**src/rtl/rns_crt_recon.sv**
```systemverilog
// RNS -> binary reconstruction via the Chinese Remainder Theorem.
// Residues arrive serially, channel 0 first. The weighted residues are
// accumulated one channel per cycle, then reduced modulo M by repeated
// subtraction. The result is held until the consumer takes it.
module rns_crt_recon #(
  parameter int PARTS  = 3,
  parameter int SWIDTH = 8,
  parameter int LWIDTH = 24,
  parameter int Q0     = 251,
  parameter int Q1     = 241,
  parameter int Q2     = 239
) (
  input  logic              clk,
  input  logic              reset,
  input  logic              in_valid,
  output logic              in_ready,
  input  logic [SWIDTH-1:0] r_in,
  output logic              out_valid,
  input  logic              out_ready,
  output logic [LWIDTH-1:0] x_out,
  output logic              out_err
);

  localparam int ACCW = LWIDTH + $clog2(PARTS);
  localparam int CW   = (PARTS > 1) ? $clog2(PARTS) : 1;
  localparam int PW   = 2 * SWIDTH;

  function automatic longint unsigned q_of(input int i);
    case (i)
      0:       return longint'(Q0);
      1:       return longint'(Q1);
      default: return longint'(Q2);
    endcase
  endfunction

  function automatic longint unsigned calc_m();
    longint unsigned m;
    m = 1;
    for (int i = 0; i < PARTS; i++) m = m * q_of(i);
    return m;
  endfunction

  function automatic longint unsigned calc_mi(input int i);
    return calc_m() / q_of(i);
  endfunction

  // Modular inverse of M_i modulo Q_i by exhaustive search (elaboration only).
  function automatic longint unsigned calc_yi(input int i);
    longint unsigned q, mr;
    q  = q_of(i);
    mr = calc_mi(i) % q;
    for (longint unsigned y = 1; y < q; y++)
      if (((mr * y) % q) == 1) return y;
    return 0;
  endfunction

  localparam logic [ACCW-1:0] M_ACC = ACCW'(calc_m());

  typedef enum logic [1:0] {COLLECT, MAC, REDUCE, OUTPUT} state_t;

  state_t            r_state;
  logic [CW-1:0]     r_cnt;
  logic [ACCW-1:0]   r_acc;
  logic              r_err;
  logic              r_out_valid;
  logic [LWIDTH-1:0] r_x_out;
  logic              r_out_err;
  logic [SWIDTH-1:0] r_buf [PARTS];

  logic [SWIDTH-1:0] w_q    [PARTS];
  logic [ACCW-1:0]   w_term [PARTS];
  logic              w_last;

  // Per-channel constants and weighted residue ((buf*Y) mod Q) * M_i.
  for (genvar g = 0; g < PARTS; g++) begin : g_chan
    localparam logic [SWIDTH-1:0] QG = SWIDTH'(q_of(g));
    localparam logic [SWIDTH-1:0] YG = SWIDTH'(calc_yi(g));
    localparam logic [LWIDTH-1:0] MG = LWIDTH'(calc_mi(g));
    logic [PW-1:0]     w_prod;
    logic [SWIDTH-1:0] w_red;
    assign w_q[g]    = QG;
    assign w_prod    = PW'(r_buf[g]) * PW'(YG);
    assign w_red     = SWIDTH'(w_prod % PW'(QG));
    assign w_term[g] = ACCW'(w_red) * ACCW'(MG);
  end

  assign w_last    = (r_cnt == CW'(PARTS - 1));
  assign in_ready  = (r_state == COLLECT) && !reset;
  assign out_valid = r_out_valid;
  assign x_out     = r_x_out;
  assign out_err   = r_out_err;

  // Residue buffer: data only, written on each accepted residue.
  always_ff @(posedge clk) begin
    if (in_ready && in_valid) r_buf[r_cnt] <= r_in;
  end

  // Control FSM: collect, accumulate, reduce mod M, present result.
  always_ff @(posedge clk) begin
    if (reset) begin
      r_state     <= COLLECT;
      r_cnt       <= '0;
      r_acc       <= '0;
      r_err       <= 1'b0;
      r_out_valid <= 1'b0;
      r_x_out     <= '0;
      r_out_err   <= 1'b0;
    end else begin
      case (r_state)
        COLLECT: begin
          if (in_valid) begin
            if (r_in >= w_q[r_cnt]) r_err <= 1'b1;
            if (w_last) begin
              r_cnt   <= '0;
              r_acc   <= '0;
              r_state <= MAC;
            end else begin
              r_cnt <= r_cnt + 1'b1;
            end
          end
        end
        MAC: begin
          r_acc <= r_acc + w_term[r_cnt];
          if (w_last) begin
            r_cnt   <= '0;
            r_state <= REDUCE;
          end else begin
            r_cnt <= r_cnt + 1'b1;
          end
        end
        REDUCE: begin
          if (r_acc >= M_ACC) begin
            r_acc <= r_acc - M_ACC;
          end else begin
            r_state     <= OUTPUT;
            r_out_valid <= 1'b1;
            r_x_out     <= r_err ? '0 : r_acc[LWIDTH-1:0];
            r_out_err   <= r_err;
          end
        end
        OUTPUT: begin
          if (out_ready) begin
            r_out_valid <= 1'b0;
            r_out_err   <= 1'b0;
            r_err       <= 1'b0;
            r_state     <= COLLECT;
          end
        end
        default: r_state <= COLLECT;
      endcase
    end
  end

endmodule

```
**config.mk**
```make
export PLATFORM = sky130hd
export DESIGN_NAME = rns_crt_recon
export DESIGN_NICKNAME = d
export VERILOG_FILES = /design/src/rtl/rns_crt_recon.sv
export SDC_FILE = /design/constraint.sdc
export NUM_CORES = 1
export LEC_CHECK = 0
export ABC_CLOCK_PERIOD_IN_PS = 42900
export BUFFER_PORTS_ARGS = -buffer_cell sky130_fd_sc_hd__buf_2
export CAP_MARGIN = 20
export CORE_MARGIN = 3
export CORE_UTILIZATION = 51
export CTS_CLUSTER_DIAMETER = 150
export CTS_CLUSTER_SIZE = 14
export DETAILED_ROUTE_END_ITERATION = 16
export GPL_TIMING_DRIVEN = 0
export HOLD_SLACK_MARGIN = 0.12
export PLACE_DENSITY = 0.72
export SLEW_MARGIN = 20
export SYNTH_ARGS = -nofsm -noshare
export SYNTH_HDL_FRONTEND = slang
export SYNTH_SLANG_ARGS = --single-unit
```
**constraint.sdc**
```tcl
create_clock -name clk -period 42.9 [get_ports clk]
set_clock_uncertainty 0.1 [all_clocks]
set_input_delay 4.29 -clock clk [delete_from_list [all_inputs] [get_ports clk]]
set_output_delay 4.29 -clock clk [all_outputs]
set_load 0.03 [all_outputs]
```
# Word-level counts from Yosys, hierarchy flattened
# Memories as Yosys holds them, arrays and structs flattened.
# Cells that the tools add are included.
# word_totals
ff_bits,57
ramBits,24
in_bits,12
out_inout_bits,27
word_cells,80
memories,1
# classes
addsub,3
multipliers,6
div,3
magnitude_cmp,3
eq_ne,11
mux,30
n_bitwise,2
n_reduce_logical,14
# mem_list
memory,depth,word_bits,rd,rd_clocked_by_memory_dff,write_ports,line_no,source
r_buf,3,8,3,0,1,68,logic [SWIDTH-1:0] r_buf [PARTS];
# op_table
cell,count
26-bit two-way mux,5
26-bit case mux with 3 select lines,1
8-bit by 16-bit multiplier with 24-bit output (second input constant),3
26-bit binary-select mux with 2-bit select,1
12-bit by 8-bit remainder unit with 16-bit output (second input constant),2
26-bit adder,1
26-bit by 24-bit >= comparator with 1-bit output (second input constant),1
26-bit by 24-bit subtractor with 26-bit output (second input constant),1
24-bit two-way mux,1
8-bit binary-select mux with 2-bit select,1
16-bit by 8-bit remainder unit with 16-bit output (second input constant),1
8-bit two-way mux,2
8-bit by 6-bit multiplier with 14-bit output (second input constant),1
2-bit two-way mux,7
2-bit inequality test (second input constant),6
8-bit by 3-bit multiplier with 11-bit output (second input constant),1
8-bit by 2-bit multiplier with 10-bit output (second input constant),1
8-bit >= comparator,1
2-bit case mux with 4 select lines,1
4-bit AND reduction,2
1-bit two-way mux,7
2-bit == test (second input constant),3
1-bit case mux with 2 select lines,3
2-bit nonzero test,3
14 further kinds,16

# Logic depth before layout (Yosys ltp)
# An unclocked memory read counts as a cell.
# depth
ltp_word,9
depth_mapped,86
mapped_depth_nobuf,80

# Least setup slack after synthesis
# OpenSTA, ideal clock, no wires.
# synth_path
path_kind,register -> register
startpoint,memory r_buf[0][2]
endpoint,register r_acc[24]
setup_ps,141
arrival_ps,17446
required_ps,42659
path_slack_ps,25213
path_stages_with_launch,77
path_buffers,3
period_less_slack_ps,17687
path_cell_list,edfxtp_1 > clkbuf_1 > inv_1 > fa_1 > inv_1 > fa_1 > ha_1 > fa_1 > a211oi_1 > o31ai_4 > xnor2_1 > or4_1 > clkbuf_1 > o21a_1 > o221a_1 > or3_4 > nor3_2 > a221oi_1 > (+41 left out) > a21boi_0 > o21ai_0 > a21boi_0 > o21ai_0 > a21boi_0 > o21ai_0 > a21boi_0 > o21ai_0 > a21boi_0 > o21ai_0 > a21boi_0 > o21ai_0 > a21boi_0 > o21ai_0 > a21boi_0 > o21ai_0 > a32oi_1 > o311ai_0
# synth_rtl
item,line_no,source
start: declaration,68,
end signal: assignment,123,r_acc <= r_acc + w_term[r_cnt];
end signal: assignment,133,r_acc <= r_acc - M_ACC;
end: declaration,63,logic [ACCW-1:0] r_acc;

==> metrics.cfg <==
[final_layout]
area.growth.synth_to_final_pct = 5.92
n_antenna_cell = 0
num-nets-final = 2628
n_fill_cell = 3142
fin_util_pct = 55.3
multiInputGateArea_um2 = 14500
post_route_cells_drive_above_1_share_pct = 6.80
seq_area_um2 = 1860

[synthesis]
syn_area_per_cell_um2 = 8.10
yosys-top-cells-area = ha_1 21%, fa_1 11%, xnor2_1 6.5%
yosys.area.top_type = ha_1
yosys_warnings = 0
syn_inst = 2178
synth-async-reset-ratio_pct = 0
syn_nets = 2577
ys_seq_area_share_pct = 10.6
syn-cell-area_um2 = 17600
ys_ff_latch = 81
synth_edf_count = 24
ys_types = 114
ys.flop_type = dfxtp_1
synth_top_cell_area_share_pct = 20.6

[sta]
period_share_pct = 47.7
hold_violations = 0
max_freq_ghz = 0.0489
setup_tns_ps = 0
worstMarginPinSlew_ps = 978
fin_crit_ps = 20470
rsz0062_at_grt = false
maxSlewHeadroom_pct = 33.9
setup_viol = 0
drv_slew = 0

[floorplan]
fp.dieW_um = 192
start_util_pct = 52.2
die_area_um2 = 36900
rows = 67
io_pins = 39
die_h_um = 192
coreArea_um2 = 33800

[hold_path]
worst_hold_path_type = flop to flop
hp-start = r_acc[25]

[routing]
drc_errors = 0
firstDrtPassIters = 6
num_vias = 15900
drt-initial-drc-count = 1170
ant_nets = 0
drt-wirelength-per-cell_um = 16.7
viasPerCell = 5.94
wl_um = 44900

[setup_path]
r2r_setup_slack_ps = 22430
start_kind = flop
reg2reg_depth = 75
cp_data_arrival_time_ps = 20580
slowest_delay_ps = 710
r2r_end = r_acc[24]
worst-setup-path-type = flop to flop
required_ps = 43010
critPathSlowestCell = fa_1
end_kind = flop
r2r_start = r_buf[0][1]
cp_common_cell = o21ai_0
path_max_fanout = 10
crit_path_start = r_buf[0][1]
crit_end = r_acc[24]

[run]
max_cap_viol_count = 0

[cts]
clk_latency_ps = 350
clock_path_buffers = 2
postCtsSetupBuffers = 0
cts_max_level = 3
root_buffer = clkbuf_16
numCtsBuffers = 9
cts_hold_buf = 0
cts.reportedPaths.clkPinSlew_ps = 70
cts_tree = yes
cts_sinks = 81
cts_resized = 0

[global_routing]
grt_pass1_vias = 15500
grt_overflow_total = 0
grtUsageTotal_pct = 24.6
grt_pass1_wl_um = 75500
grt_max_degree = 15
antenna_found_initial = 0

[status]
outcome = finished clean

[placed_design]
io_buffers = 38
place_congestion = 0.930
hpwl_um = 37200

## state kept, by name, indices dropped and copies added, names as in the netlist
register / count
out_err: 1
out_valid: 1
x_out: 24
r_cnt: 2
r_buf: 24
r_state: 2
r_acc: 26
r_err: 1
## placed cells by master, fill, tap and decap left out, drive strengths merged, types with 17 or more instances in the layout
cell | Yosys | layout
nor2 | 173 | 173
nand2b | 23 | 23
o21bai | 29 | 29
o21ai | 126 | 126
fa | 96 | 96
o22ai | 31 | 31
o32ai | 19 | 19
and2 | 19 | 19
o21a | 22 | 22
a31oi | 17 | 17
a21oi | 146 | 146
a21boi | 19 | 19
or2 | 20 | 20
mux2i | 17 | 17
nor3b | 27 | 27
inv | 272 | 276
nor3 | 34 | 34
a21o | 28 | 28
dfxtp | 57 | 57
ha | 291 | 291
a22oi | 20 | 20
nor4 | 23 | 23
edfxtp | 24 | 24
nand2 | 113 | 113
o211ai | 23 | 23
buf | 14 | 54
xor2 | 39 | 39
xnor2 | 133 | 133
clkbuf | 53 | 62
nor2b | 22 | 22
nand3 | 41 | 41
## routing by layer
metal | vias to the layer above | global-route usage [%] | routed length, um
li1 | 7870 | - | -
met1 | 7580 | 32.1 | 20300
met2 | 423 | 44.3 | 21700
met3 | 67 | 1.90 | 1900
met4 | 0 | 5.46 | 997
met5 | - | 0 | 0
## metrics by stage
step	hold slack, ps	worst slack [ps]	cells	instance area, um2
2_1_floorplan	340	25210	2178	17600
3_3_place_gp	354	22770	2664	18400
3_5_place_dp	364	22570	2666	18400
4_1_cts	373	22480	2682	18700
5_1_grt	377	20420	2682	18700
6_report	377	22430	2682	18700
## kinds of logic after synthesis
family	after synthesis	synth area share, %
xor+xnor	172	8.62
simple gates	559	16.2
mux	30	1.84
flops	81	10.6
compound gates	606	23.7
fa+ha+maj	391	31.8
buf+inv	339	7.33
## worst max-delay path: cells and delay by family, from the launching register on
family	cells	cell delay, ps
adder cells (fa/ha/maj)	13	5540
XOR/XNOR	4	880
multiplexers	3	1330
flip-flops	1	620
buffers and inverters	11	1330
AND/OR/NAND/NOR	10	2420
AO/OA/AOI/OAI	34	8040
## cell type report
type	instances	area share (%)
Multi-Input combinational cell	1758	77.6
Sequential cell	81	9.96
Inverter	272	5.46
Tap cell	448	3.00
Buffer	67	1.46
Clock buffer	9	1.20
Timing Repair Buffer	40	1.08
Clock inverter	7	0.241
## worst min path at each step
stage / endpoint / slack (ps) / cells after the start
4_1_cts: r_acc[25] / 370 / 2
2_1_floorplan: r_acc[25] / 340 / 2
5_1_grt: r_acc[25] / 380 / 2
3_3_place_gp: r_acc[25] / 350 / 2
6_report: r_acc[25] / 380 / 2
3_5_place_dp: r_acc[25] / 360 / 2
## cell usage after synthesis, drive strengths merged (8+ instances only)
library cell	instances
or2	20
o21ai	126
a211oi	14
nor2	173
and2	19
o211a	8
o32ai	19
dfxtp	57
o21a	22
nand2	113
nand4	15
nor4	23
a21boi	19
fa	96
inv	272
o31ai	11
mux2i	17
buf	14
a22oi	20
xnor2	133
and3	11
nor3b	27
a21o	28
nor2b	22
a31oi	17
o22ai	31
ha	291
a31o	8
mux2	13
nand3	41
o211ai	23
clkbuf	53
nand2b	23
or3	12
nor3	34
edfxtp	24
a21oi	146
xor2	39
o21bai	29
Power is left out: the tool's default activity adds up to more than one toggle a clock period on the data nets, which glitch-free logic cannot reach.
